--- src/rtl/ddr_rd_arbiter.sv ---
// DDR AXI read-port arbiter: demand (s0) vs prefetch (s1) with a prefetch starvation guard,
// and issue-order tracking to route R beats back. Optional perf counters under ARB_PERF_CNT_EN.
module ddr_rd_arbiter #(
  parameter int ADDR_BITS       = 16,
  parameter int BURST_LEN_WIDTH = 8,
  parameter int TID_WIDTH       = 8,
  parameter int DATA_WIDTH      = 8,
  parameter int LOG_OUTSTANDING = 3,
  parameter int STARVE_WIDTH    = 6
) (
  input  logic                       clk,
  input  logic                       rst,
  input  logic                       s0_ar_valid,
  output logic                       s0_ar_ready,
  input  logic [ADDR_BITS-1:0]       s0_ar_addr,
  input  logic [BURST_LEN_WIDTH-1:0] s0_ar_len,
  input  logic [TID_WIDTH-1:0]       s0_ar_id,
  input  logic                       s1_ar_valid,
  output logic                       s1_ar_ready,
  input  logic [ADDR_BITS-1:0]       s1_ar_addr,
  input  logic [BURST_LEN_WIDTH-1:0] s1_ar_len,
  input  logic [TID_WIDTH-1:0]       s1_ar_id,
  output logic                       m_ar_valid,
  input  logic                       m_ar_ready,
  output logic [ADDR_BITS-1:0]       m_ar_addr,
  output logic [BURST_LEN_WIDTH-1:0] m_ar_len,
  output logic [TID_WIDTH-1:0]       m_ar_id,
  input  logic                       m_r_valid,
  output logic                       m_r_ready,
  input  logic                       m_r_last,
  input  logic [DATA_WIDTH-1:0]      m_r_data,
  input  logic [TID_WIDTH-1:0]       m_r_id,
  output logic                       s0_r_valid,
  input  logic                       s0_r_ready,
  output logic                       s0_r_last,
  output logic [DATA_WIDTH-1:0]      s0_r_data,
  output logic [TID_WIDTH-1:0]       s0_r_id,
  output logic                       s1_r_valid,
  input  logic                       s1_r_ready,
  output logic                       s1_r_last,
  output logic [DATA_WIDTH-1:0]      s1_r_data,
  output logic [TID_WIDTH-1:0]       s1_r_id,
  input  logic [STARVE_WIDTH-1:0]    crs_starveLimit,
  output logic [LOG_OUTSTANDING:0]   outstandingCnt,
`ifdef ARB_PERF_CNT_EN
  output logic [15:0]                perfDemandCnt,
  output logic [15:0]                perfPrefetchCnt,
  output logic [15:0]                perfStarveGrants,
`endif
  output logic                       errUnexpR
);

  localparam int DEPTH = 2 ** LOG_OUTSTANDING;
  localparam logic [LOG_OUTSTANDING:0] FULL_CNT = DEPTH[LOG_OUTSTANDING:0];
  localparam logic [STARVE_WIDTH-1:0] STARVE_ZERO = {STARVE_WIDTH{1'b0}};
  localparam logic [STARVE_WIDTH-1:0] STARVE_MAX  = {STARVE_WIDTH{1'b1}};
  localparam logic [STARVE_WIDTH-1:0] STARVE_ONE  = {{(STARVE_WIDTH-1){1'b0}}, 1'b1};

  typedef enum logic [0:0] {IDLE = 1'b0, ISSUE = 1'b1} state_t;

  state_t                     state_r, state_next_s;
  logic [STARVE_WIDTH-1:0]    starve_r;
  logic                       order_mem_r [DEPTH];
  logic [LOG_OUTSTANDING-1:0] wr_ptr_r, rd_ptr_r;
  logic [LOG_OUTSTANDING:0]   cnt_r;
  logic                       full_s, empty_s, accept_s, grant_s1_s, starve_hit_s;
  logic                       push_s, pop_s, sel_s;

  assign full_s       = (cnt_r == FULL_CNT);
  assign empty_s      = (cnt_r == {(LOG_OUTSTANDING+1){1'b0}});
  assign accept_s     = (state_r == IDLE) && !full_s && (s0_ar_valid || s1_ar_valid);
  assign starve_hit_s = (crs_starveLimit != STARVE_ZERO) && (starve_r >= crs_starveLimit);
  // Guard overrides demand only once prefetch has waited long enough; otherwise demand first.
  assign grant_s1_s   = (starve_hit_s && s1_ar_valid) || !s0_ar_valid;
  assign push_s       = accept_s;
  assign sel_s        = order_mem_r[rd_ptr_r];
  assign pop_s        = m_r_valid && m_r_ready && m_r_last;
  assign outstandingCnt = cnt_r;

  // FSM state register
  always_ff @(posedge clk) begin
    if (rst) state_r <= IDLE;
    else     state_r <= state_next_s;
  end

  // FSM next-state logic
  always_comb begin
    state_next_s = state_r;
    case (state_r)
      IDLE: begin
        if (accept_s) state_next_s = ISSUE;
        else          state_next_s = IDLE;
      end
      ISSUE: begin
        if (m_ar_ready) state_next_s = IDLE;
        else            state_next_s = ISSUE;
      end
      default: state_next_s = IDLE;
    endcase
  end

  // FSM outputs: AR valid from state, single-cycle accept pulse to the winner
  always_comb begin
    m_ar_valid  = 1'b0;
    s0_ar_ready = 1'b0;
    s1_ar_ready = 1'b0;
    case (state_r)
      IDLE: begin
        if (accept_s) begin
          s0_ar_ready = !grant_s1_s;
          s1_ar_ready = grant_s1_s;
        end else begin
          s0_ar_ready = 1'b0;
          s1_ar_ready = 1'b0;
        end
      end
      ISSUE:   m_ar_valid = 1'b1;
      default: m_ar_valid = 1'b0;
    endcase
  end

  // AR payload capture on accept; held stable while issuing
  always_ff @(posedge clk) begin
    if (rst) begin
      m_ar_addr <= {ADDR_BITS{1'b0}};
      m_ar_len  <= {BURST_LEN_WIDTH{1'b0}};
      m_ar_id   <= {TID_WIDTH{1'b0}};
    end else if (accept_s) begin
      m_ar_addr <= grant_s1_s ? s1_ar_addr : s0_ar_addr;
      m_ar_len  <= grant_s1_s ? s1_ar_len  : s0_ar_len;
      m_ar_id   <= grant_s1_s ? s1_ar_id   : s0_ar_id;
    end
  end

  // Prefetch starvation counter (saturating)
  always_ff @(posedge clk) begin
    if (rst) begin
      starve_r <= STARVE_ZERO;
    end else if (s1_ar_valid && !(accept_s && grant_s1_s)) begin
      if (starve_r != STARVE_MAX) starve_r <= starve_r + STARVE_ONE;
    end else begin
      starve_r <= STARVE_ZERO;
    end
  end

  // Issue-order FIFO: one source bit per accepted burst, popped on the burst's last beat
  always_ff @(posedge clk) begin
    if (rst) begin
      wr_ptr_r <= {LOG_OUTSTANDING{1'b0}};
      rd_ptr_r <= {LOG_OUTSTANDING{1'b0}};
      cnt_r    <= {(LOG_OUTSTANDING+1){1'b0}};
      for (int i = 0; i < DEPTH; i++) order_mem_r[i] <= 1'b0;
    end else begin
      if (push_s) begin
        order_mem_r[wr_ptr_r] <= grant_s1_s;
        wr_ptr_r              <= wr_ptr_r + {{(LOG_OUTSTANDING-1){1'b0}}, 1'b1};
      end
      if (pop_s) rd_ptr_r <= rd_ptr_r + {{(LOG_OUTSTANDING-1){1'b0}}, 1'b1};
      case ({push_s, pop_s})
        2'b10:   cnt_r <= cnt_r + {{LOG_OUTSTANDING{1'b0}}, 1'b1};
        2'b01:   cnt_r <= cnt_r - {{LOG_OUTSTANDING{1'b0}}, 1'b1};
        default: cnt_r <= cnt_r;
      endcase
    end
  end

  // R routing to the source at the FIFO head; beats with nothing outstanding stall
  always_comb begin
    s0_r_valid = 1'b0;
    s1_r_valid = 1'b0;
    m_r_ready  = 1'b0;
    if (!empty_s) begin
      s0_r_valid = m_r_valid && !sel_s;
      s1_r_valid = m_r_valid && sel_s;
      m_r_ready  = sel_s ? s1_r_ready : s0_r_ready;
    end else begin
      s0_r_valid = 1'b0;
      s1_r_valid = 1'b0;
      m_r_ready  = 1'b0;
    end
  end

  assign s0_r_last = m_r_last;
  assign s0_r_data = m_r_data;
  assign s0_r_id   = m_r_id;
  assign s1_r_last = m_r_last;
  assign s1_r_data = m_r_data;
  assign s1_r_id   = m_r_id;

  // Sticky unexpected-beat flag
  always_ff @(posedge clk) begin
    if (rst)                       errUnexpR <= 1'b0;
    else if (m_r_valid && empty_s) errUnexpR <= 1'b1;
    else                           errUnexpR <= errUnexpR;
  end

`ifdef ARB_PERF_CNT_EN
  // Saturating grant counters; starve grants count only where demand was overridden
  always_ff @(posedge clk) begin
    if (rst) begin
      perfDemandCnt    <= 16'h0000;
      perfPrefetchCnt  <= 16'h0000;
      perfStarveGrants <= 16'h0000;
    end else if (accept_s) begin
      if (!grant_s1_s && perfDemandCnt != 16'hFFFF)  perfDemandCnt   <= perfDemandCnt + 16'h0001;
      if (grant_s1_s && perfPrefetchCnt != 16'hFFFF) perfPrefetchCnt <= perfPrefetchCnt + 16'h0001;
      if (grant_s1_s && s0_ar_valid && perfStarveGrants != 16'hFFFF)
        perfStarveGrants <= perfStarveGrants + 16'h0001;
    end else begin
      perfDemandCnt    <= perfDemandCnt;
      perfPrefetchCnt  <= perfPrefetchCnt;
      perfStarveGrants <= perfStarveGrants;
    end
  end
`endif

endmodule
--- config.mk ---
export PLATFORM = sky130hd
export DESIGN_NAME = ddr_rd_arbiter
export DESIGN_NICKNAME = d
export VERILOG_FILES = /design/src/rtl/ddr_rd_arbiter.sv
export SDC_FILE = /design/constraint.sdc
export NUM_CORES = 1
export LEC_CHECK = 0
export ABC_AREA = 1
export CAP_MARGIN = 20
export CORE_ASPECT_RATIO = 0.6
export CORE_MARGIN = 2
export CORE_UTILIZATION = 37
export DETAILED_ROUTE_END_ITERATION = 16
export GPL_TIMING_DRIVEN = 1
export PLACE_DENSITY_LB_ADDON = 0.08
export SLEW_MARGIN = 25
export SYNTH_ARGS = -nofsm -noshare
export SYNTH_HDL_FRONTEND = slang
export SYNTH_SLANG_ARGS = --single-unit
--- constraint.sdc ---
create_clock -name clk -period 2.73 [get_ports clk]
set_clock_uncertainty 0.15 [all_clocks]
set_input_delay 0.819 -clock clk [delete_from_list [all_inputs] [get_ports clk]]
set_output_delay 0.819 -clock clk [all_outputs]
set_load 0.05 [all_outputs]
; ---- Word level (Yosys, flattened, before mapping)
; Memories as Yosys holds them, arrays and structs flattened. A register that Yosys moved wholly into a read port is not among the register bits.
; Index checks and enable logic that the tools add are counted.
[classes]
magnitude_cmp = 1
n_eq_ne = 4
reduce_logical = 23
bitwise_logic = 2
n_mux = 25
add_sub_neg = 5
[ops]
columns = operator, count
row1 = $mux 1, 17
row2 = $mux 16, 1
row3 = $mux 8, 2
row4 = $logic_and 1x1->1, 11
row5 = $mux 3, 3
row6 = $pmux 4 s2, 1
row7 = $add 3x1->3 const B, 2
row8 = $add 6x1->6 const B, 1
row9 = $ge 6x6->1, 1
row10 = $ne 6x6->1 const B, 1
row11 = $reduce_bool 6->1, 1
row12 = $logic_not 1->1, 5
row13 = $add 4x1->4 const B, 1
row14 = $eq 4x4->1 const B, 1
row15 = $logic_not 4->1, 1
row16 = $sub 4x1->4 const B, 1
row17 = $eq 2x1->1 const B, 1
row18 = $eq 2x2->1 const B, 1
row19 = $logic_or 1x1->1, 2
row20 = $not 1->1, 2
row21 = $pmux 1 s2, 1
row22 = $reduce_bool 2->1, 1
row23 = $reduce_or 2->1, 1
row24 = $reduce_or 1->1, 1
[word_totals]
out_inout_bits = 77
ramBits = 8
word_cells = 70
inputBits = 95
memories = 1
reg_bits = 50
[memory_table]
columns = name, depth, word_bits, rd, rd_clocked_by_memory_dff, wr, line_no
row1 = order_mem_r, 8, 1, 1, 1, 8, 63  ; logic order_mem_r [DEPTH];

; ---- Logic depth before layout (Yosys ltp)
; Gate-level depths: netlist (run 1).
[logic_depth]
depth_word = 9
mapped_depth = 16
mapped_depth_nobuf = 16

; ---- Worst setup path before layout (run 1)
; OpenSTA, ideal clock, no wires.
[synth_path]
path_kind = input to output
start = input crs_starveLimit[5]
end = output s0_ar_ready
t_arrival_ns = 2.447
t_required_ns = 1.761
n_path_buf = 1
slack_ns = -0.686
path_stages = 10
cell_sequence = inv_1 -> ha_1 -> nand2_1 -> inv_1 -> a21oi_1 -> nand2_1 -> nand2_2 -> nand2_2 -> buf_2 -> nor2_1
[synth_via]
elab_chain_len = 7
word_cells_on_any_way = 8
cone_classes = order compare (1) / mux (2) / reduce/logical (5)
[synth_lines]
columns = item, line_no
row1 = from (decl), 43  ; input logic [STARVE_WIDTH-1:0] crs_starveLimit,
row2 = $ge 6x6->1 / $reduce_bool 6->1 (equally long branches), 72  ; assign starve_hit_s = (crs_starveLimit != STARVE_ZERO) && (starve_r >= crs_starveLimit);
row3 = $logic_and 1x1->1 (*), 72
row4 = $logic_and 1x1->1 (*), 74  ; assign grant_s1_s = (starve_hit_s && s1_ar_valid) || !s0_ar_valid;
row5 = $logic_or 1x1->1 (*), 74
row6 = $logic_not 1->1 (*), 110  ; s0_ar_ready = !grant_s1_s;
row7 = $mux 1 (*), 109  ; if (accept_s) begin
row8 = $mux 1 (*), 107  ; case (state_r)
row9 = to (decl), 14  ; output logic s0_ar_ready,
; Every way passes the cells marked *; elsewhere a longest branch is shown, timed or not.

; ---- Worst setup path in the final report (run 1)
[layout_path]
start = input crs_starveLimit[3]
end = output s1_ar_ready
[layout_via]
elab_chain_len = 6
word_cells_on_any_way = 7
cone_classes = order compare (1) / mux (2) / reduce/logical (4)
[layout_lines]
columns = item, line_no
row1 = $ge 6x6->1 / $reduce_bool 6->1 (equally long branches), 72
row2 = $logic_and 1x1->1 (*), 72
row3 = $logic_and 1x1->1 (*), 74
row4 = $logic_or 1x1->1 (*), 74
row5 = $mux 1 (*), 109
row6 = $mux 1 (*), 107
row7 = to (decl), 19  ; output logic s1_ar_ready,
; Marked as above.

==> results of run 1 <==
## registers in the layout (all words and copies together), names as in the netlist, 3 cells and up, named ones only
name,cells
wr_ptr_r,3
m_ar_len,8
m_ar_addr,16
order_mem_r,8
outstandingCnt,4
rd_ptr_r,3
starve_r,6
m_ar_id,8
## worst paths after layout
| path | slack, ps | from | cells past startpoint | to |
|---|---|---|---|---|
| hold / removal | 300 | errUnexpR$_SDFFE_PP0P_ | 2 | errUnexpR$_SDFFE_PP0P_ |
| setup / recovery | -180 | crs_starveLimit[3] | 12 | s1_ar_ready |
| hold reg to reg | 300 | errUnexpR$_SDFFE_PP0P_ | 2 | errUnexpR$_SDFFE_PP0P_ |
| setup reg to reg | 390 | register | 15 | outstandingCnt[2]$_SDFFE_PP0P_ |
## Yosys cell counts (3+ instances only)
master | n | share of area
a21oi_1 | 13 | 0.019
a31oi_1 | 22 | 0.039
buf_2 | 12 | 0.017
buf_4 | 37 | 0.080
clkbuf_1 | 6 | 0.0065
dfxtp_1 | 53 | 0.30
edfxtp_1 | 8 | 0.069
ha_1 | 12 | 0.043
inv_1 | 59 | 0.064
nand2_1 | 98 | 0.11
nand2_2 | 6 | 0.011
nand3_1 | 59 | 0.085
nand3_2 | 4 | 0.011
nand4_1 | 11 | 0.020
nor2_1 | 31 | 0.033
o21ai_0 | 19 | 0.027
o21ai_1 | 12 | 0.017
xnor2_1 | 3 | 0.0075
xor2_1 | 3 | 0.0075
## layout by cell type (no fill, tap or decap), drive strengths merged
cell type / count
nor3b: 1
xor2: 3
nand3b: 2
edfxtp: 8
nor3: 2
inv: 61
clkbuf: 10
buf: 38
dlygate4sd2: 3
bufinv: 1
nor2: 33
or2: 1
xnor2: 3
ha: 12
nand2: 104
a21oi: 13
clkdlybuf4s50: 107
clkinv: 4
dfxtp: 53
nand3: 63
nand4: 11
clkinvlp: 2
o21ai: 31
a31oi: 22
o22ai: 1
## cells by family after synthesis
| group | count (synthesis) | share of synthesized area |
|---|---|---|
| AO/OA/AOI/OAI | 67 | 0.104 |
| XOR/XNOR | 6 | 0.0151 |
| adder cells (fa/ha/maj) | 12 | 0.0431 |
| AND/OR/NAND/NOR | 217 | 0.289 |
| flip-flops | 61 | 0.373 |
| buffers and inverters | 119 | 0.175 |
## metrics by stage
step	utilization	setup WS, ps
CTS	0.564	-192
detailed placement	0.527	-785
floorplan	-	-178
global placement	0.527	-796
finish	0.577	-183
global route	0.577	-245
## routing by layer
| layer | track usage | vias up | wire length (um) |
|---|---|---|---|
| met5 | 0 | - | 0 |
| met4 | 0.0707 | 0 | 213 |
| met3 | 0.0640 | 22 | 830 |
| met2 | 0.305 | 122 | 4100 |
| met1 | 0.277 | 1538 | 4730 |
| li1 | - | 1744 | - |
## worst register-to-register path, stage by stage, from the launching register on
cell and delay (ps):
dfxtp_4 370, inv_2 60, or2_0 190, nand2_1 100
nand3_4 110, nand2_4 100, nand2_1 70, nand3_2 70
inv_1 70, ha_4 180, xor2_2 150, ha_1 200
a21oi_1 140, xnor2_1 90, o21ai_0 150, inv_1 50
## power groups by stage
stage	Sequential, W	Clock, W	Combinational (W)
after floorplan	0.00135	0	0.000589
after global placement	0.00110	0	0.00119
after detailed placement	0.00110	0	0.00120
after CTS	0.00109	0.00111	0.00124
after global routing	0.00110	0.00115	0.00137
final	0.00109	0.00107	0.00126
## repair_timing
action,CTS,global route
pin swaps,18,16
endpoints found under the setup margin,13,6
gates resized for setup,47,20
buffers inserted,2,2
## cell type report
type / instances / area [sq um]
Clock buffer: 10 / 229
Sequential cell: 61 / 1310
Multi-Input combinational cell: 302 / 1770
Tap cell: 130 / 163
Inverter: 62 / 251
Fill cell: 845 / 3870
Clock inverter: 6 / 53.8
Timing Repair Buffer: 148 / 1510
==> results.md, run 1 <==
* Clk pwr share at 0.313
* Crit path max-delay family: simple AND/OR/NAND/NOR gates
* Worst Setup End Kind: primary output
* Core Footprint at 0.00916 sq mm
* DIE AREA at 0.0102 sq mm
* TritonCTS sink count at 61
* Hpwl dp at 7.08 mm
* P_int at 0.00222 W
* Mapped Avg Cell Area at 7.23 sq um
* CTS tree: yes
* First-pass GRT wire length at 16.4 mm
* Drt first pass iters at 5
* Post-Syn Area at 0.00348 sq mm
* Final Max Tran Viols at 0
* Fin worst setup slack at -183 ps
* Max Cap Viol at 0
* Share of cells above drive strength 1 at 0.165
* Initial Util at 0.381
* WHS at 304 ps
* Post-synth ARST share at 0
* Clock-pin slew on the worst setup and hold paths at 50 ps
* Routed vias/inst at 4.76
* Clock root buffer: clkbuf_16
* Final Instance Area at 0.00528 sq mm
* Achievable Freq at 343 MHz
* Endpoints failing setup at 2
* Status: complete, but fails checks
* Post-synth EDFFs at 8
* Post-Syn Nets at 589
* DRC at 0
* Relative slew slack at 0.638
* Number of diodes at 0
* Tcrit/Tclk final at 1.07
* Netlist cell types at 32
* Remaining Overflow, GRT at 0
* H-tree levels at 3
* Final hold violation count at 0
* Combinational power share at 0.369
* Placed inst area at 0.00482 sq mm
* TritonCTS buffer count at 9
* Num ports at 172
* Die W at 129 um
* Crit Path Max Fanout at 3
* Register bit total from synthesis at 61
* Critical Path Most Common Cell: nand2_2
* DR vias at 3426
* Nets at 691
* CP bufs+invs at 4
* Period minus WS final at 2910 ps
* CP max-delay cell: ha_4
* Worst Setup Start Kind: primary input
* Final wirelength at 9.87 mm
* Post-DR wirelength/cell at 13.7 um
* TNS Setup at -323 ps
* P&R area growth vs syn at 51.6%
* CP cell instances: buf_8 > inv_8 > ha_4 > nand2_2 > nand2_2 > a21oi_2 > nand2_1 > nand2_2 > nand2_4 > nand2_4 > clkinvlp_4 > buf_12
* Placed Instances at 699
* Share of power burned in registers at 0.318
* Remaining antenna violation count at 0
* Seq/Total Area, Yosys at 0.373
* Worst VDD drop at 0.345 mV
* Slew at the pin closest to its max-slew limit at 541 ps
* Layout Cells excl Fill at 719
* Net Switching at 0.00120 W
* PnR Total Power at 0.00343 W
* Net Sw Frac at 0.351
* Vias in the first global route at 3376
* Rows at 27
* DRT iter0 DRCs at 178
* Initial antenna violation count at 0
* Warnings from Yosys at 0
* Die H at 79.2 um
* Min-delay worst type: reg -> reg
* Lkg Pwr at 2.27 nW
* Most used DFF post-synth: dfxtp_1
* Slowest cell delay on critical path at 180 ps
* PortBufs at 123
* RSZ-0062 raised after global routing: yes
* Violated checks: negative setup slack
* Worst skew pair latency at 320 ps
* CP required at 1760 ps
* Pwr dens at 649 mW/mm^2
* Tot GR Track Use at 0.204
* GP Congestion at 0.793
* Clock Path Buffers at 2
* Mapped Cells at 482
* CP Class: in -> out
* Hold-fix buffers, CTS at 0
* CP arrival at 1940 ps
* Pin count of the biggest net entering global routing at 56
(Power assumes the default switching activity.)
==> run 2: changes to the inputs <==
--- a/config.mk
+++ b/config.mk
@@ -7,10 +7,13 @@
 export LEC_CHECK = 0
 export ABC_AREA = 1
 export CAP_MARGIN = 20
+export CELL_PAD_IN_SITES_DETAIL_PLACEMENT = 1
+export CELL_PAD_IN_SITES_GLOBAL_PLACEMENT = 1
 export CORE_ASPECT_RATIO = 0.6
 export CORE_MARGIN = 2
-export CORE_UTILIZATION = 37
+export CORE_UTILIZATION = 25
 export DETAILED_ROUTE_END_ITERATION = 16
+export GPL_ROUTABILITY_DRIVEN = 0
 export GPL_TIMING_DRIVEN = 1
 export PLACE_DENSITY_LB_ADDON = 0.08
 export SLEW_MARGIN = 25
==> results.md, run 2 (synthesized netlist as in run 1, its figures left out) <==
* Status: complete, but fails checks (unchanged)
* Violated checks: negative setup slack (unchanged)
* Slowest cell delay on critical path at 180 ps (about the same)
* CP cell instances: buf_6 > inv_8 > ha_4 > nand2_2 > nand2_2 > a21oi_2 > nand2_1 > nand2_2 > nand2_4 > nand2_4 > clkinvlp_4 > buf_12 (was buf_8 > inv_8 > ha_4 > nand2_2 > nand2_2 > a21oi_2 > nand2_1 > nand2_2 > nand2_4 > nand2_4 > clkinvlp_4 > buf_12)
* Largest register FFs at 16 (unchanged)
* Worst Setup End Kind: primary output (unchanged)
* Min-delay worst type: reg -> reg (unchanged)
* TritonCTS sink count at 61 (unchanged)
* DIE AREA at 0.0149 sq mm (was 0.0102 sq mm)
* Clock-pin slew on the worst setup and hold paths at 50 ps (about the same)
* Core Footprint at 0.0136 sq mm (was 0.00916 sq mm)
* Setup crit start: crs_starveLimit[3] (unchanged)
* DP Worst Slack at -805 ps (was -785 ps)
* Worst skew pair latency at 330 ps (was 320 ps)
* Crit path max-delay family: simple AND/OR/NAND/NOR gates (unchanged)
* Number of diodes at 0 (unchanged)
* Initial antenna violation count at 0 (unchanged)
* Drt first pass iters at 4 (was 5)
* Tcrit/Tclk final at 1.07 (about the same)
* Top reg by flops: m_ar_addr (unchanged)
* RSZ-0062 raised after global routing: yes (unchanged)
* Clock Path Buffers at 2 (unchanged)
* Worst r2r path cells at 15 (unchanged)
* R2R Setup Slk at 270 ps (was 390 ps)
* Routed vias/inst at 4.60 (was 4.76)
* Fin worst setup slack at -185 ps (was -183 ps)
* TritonCTS buffer count at 9 (unchanged)
* P&R area growth vs syn at 54.3% (was 51.6%)
* Max Cap Viol at 0 (unchanged)
* Pin count of the biggest net entering global routing at 34 (was 56)
* Remaining antenna violation count at 0 (unchanged)
* Die H at 95.5 um (was 79.2 um)
* Post-DR wirelength/cell at 15.4 um (was 13.7 um)
* Hpwl dp at 8.60 mm (was 7.08 mm)
* # fillers at 1644 (was 845)
* First-pass GRT wire length at 18.9 mm (was 16.4 mm)
* Vias in the first global route at 3678 (was 3376)
* WHS at 304 ps (about the same)
* Share of cells above drive strength 1 at 0.181 (was 0.165)
* Period minus WS final at 2920 ps (was 2910 ps)
* CP Class: in -> out (unchanged)
* CTS tree: yes (unchanged)
* Num ports at 172 (unchanged)
* CP max-delay cell: ha_4 (unchanged)
* DRC at 0 (unchanged)
* Final hold violation count at 0 (unchanged)
* Clock root buffer: clkbuf_16 (unchanged)
* Slew at the pin closest to its max-slew limit at 560 ps (was 541 ps)
* DRT iter0 DRCs at 79 (was 178)
* DR vias at 3522 (was 3426)
* Pwr dens at 677 mW/mm^2 (was 649 mW/mm^2)
* Hold-fix buffers, CTS at 0 (unchanged)
* Worst Setup Start Kind: primary input (unchanged)
* Crit Path Max Fanout at 3 (unchanged)
* H-tree levels at 3 (unchanged)
* PortBufs at 123 (unchanged)
* Endpoints failing setup at 2 (unchanged)
* Final Core Density at 0.394 (was 0.577)
* Final wirelength at 11.8 mm (was 9.87 mm)
* Levels on crit path at 12 (unchanged)
* Final Max Tran Viols at 0 (unchanged)
* Lkg Pwr at 2.30 nW (was 2.27 nW)
* Rows at 33 (was 27)
* Relative slew slack at 0.626 (was 0.638)
* CP bufs+invs at 4 (unchanged)
* PnR Total Power at 0.00364 W (was 0.00343 W)
* Most frequent cells in the layout: 106 x clkdlybuf4s50_1, 89 x nand2_1, 57 x nand3_1, 51 x inv_1, 51 x dfxtp_1 (was 107 x clkdlybuf4s50_1, 93 x nand2_1, 57 x nand3_1, 52 x dfxtp_1, 51 x inv_1)
* Critical Path Most Common Cell: nand2_2 (unchanged)
* CP arrival at 1950 ps (was 1940 ps)
* Nets at 693 (was 691)
* Initial Util at 0.256 (was 0.381)
* Tot GR Track Use at 0.162 (was 0.204)
* CP required at 1760 ps (about the same)
* TNS Setup at -322 ps (was -323 ps)
* Worst reg2reg path endpoint: outstandingCnt[2]$_SDFFE_PP0P_ (unchanged)
* Crit path to: s1_ar_ready (unchanged)
* Remaining Overflow, GRT at 0 (unchanged)
* Achievable Freq at 343 MHz (about the same)
* Worst VDD drop at 0.290 mV (was 0.345 mV)
* Die W at 156 um (was 129 um)
* Commonest non-fill, non-tap cell in the layout: clkdlybuf4s50_1 (unchanged)
## run 2: how the worst min path moves through the flow
| stage | slack, ps | end | depth (start not counted) | startpoint |
|---|---|---|---|---|
| floorplan | 310 | wr_ptr_r[0]$_SDFFE_PP0P_ | 2 | wr_ptr_r[0]$_SDFFE_PP0P_ |
| global placement | 290 | errUnexpR$_SDFFE_PP0P_ | 2 | errUnexpR$_SDFFE_PP0P_ |
| detailed placement | 300 | errUnexpR$_SDFFE_PP0P_ | 2 | errUnexpR$_SDFFE_PP0P_ |
| CTS | 310 | errUnexpR$_SDFFE_PP0P_ | 2 | errUnexpR$_SDFFE_PP0P_ |
| global route | 330 | errUnexpR$_SDFFE_PP0P_ | 2 | errUnexpR$_SDFFE_PP0P_ |
| finish | 300 | errUnexpR$_SDFFE_PP0P_ | 2 | errUnexpR$_SDFFE_PP0P_ |
## run 2: worst register-to-register path, delay by kind of cell (launching register included)
kind | cells | cell delay, ps
fa+ha+maj | 2 | 390
flops | 1 | 370
xor+xnor | 2 | 340
buf+inv | 4 | 350
simple gates | 5 | 570
compound gates | 2 | 190
## run 2: timing repair
item                       CTS  global route
resized for setup           51            20
pin swaps                   18            14
setup endpoints to repair   16             6
buffers inserted             1             3
## run 2: through the flow
step	cell area (sq um)	cells
after CTS	5310	763
after global placement	4880	746
after global routing	5380	766
after floorplan	3570	482
after detailed placement	4880	746
final	5380	766
## run 2: metal layers
| metal | part of all wire | GRT usage |
|---|---|---|
| met1 | 0.48 | 0.203 |
| met5 | 0 | 0 |
| met3 | 0.067 | 0.0595 |
| met4 | 0.014 | 0.0443 |
| met2 | 0.44 | 0.264 |
## run 2: layout make-up
| type | count | area [sq um] | area share |
|---|---|---|---|
| clock buffers | 11 | 254 | 0.0473 |
| clock inverters | 5 | 81.3 | 0.0151 |
| inverters | 62 | 251 | 0.0468 |
| multi-input cells | 302 | 1760 | 0.328 |
| flip-flops and latches | 61 | 1310 | 0.243 |
| well taps | 175 | 219 | 0.0407 |
| repair buffers | 150 | 1500 | 0.279 |
## run 2: power breakdown
part           total (W)  switching [W]  internal [W]
Sequential       0.00109      0.0000742       0.00101
Combinational    0.00127       0.000757      0.000511
Clock            0.00129       0.000430      0.000855
Total            0.00364        0.00126       0.00238
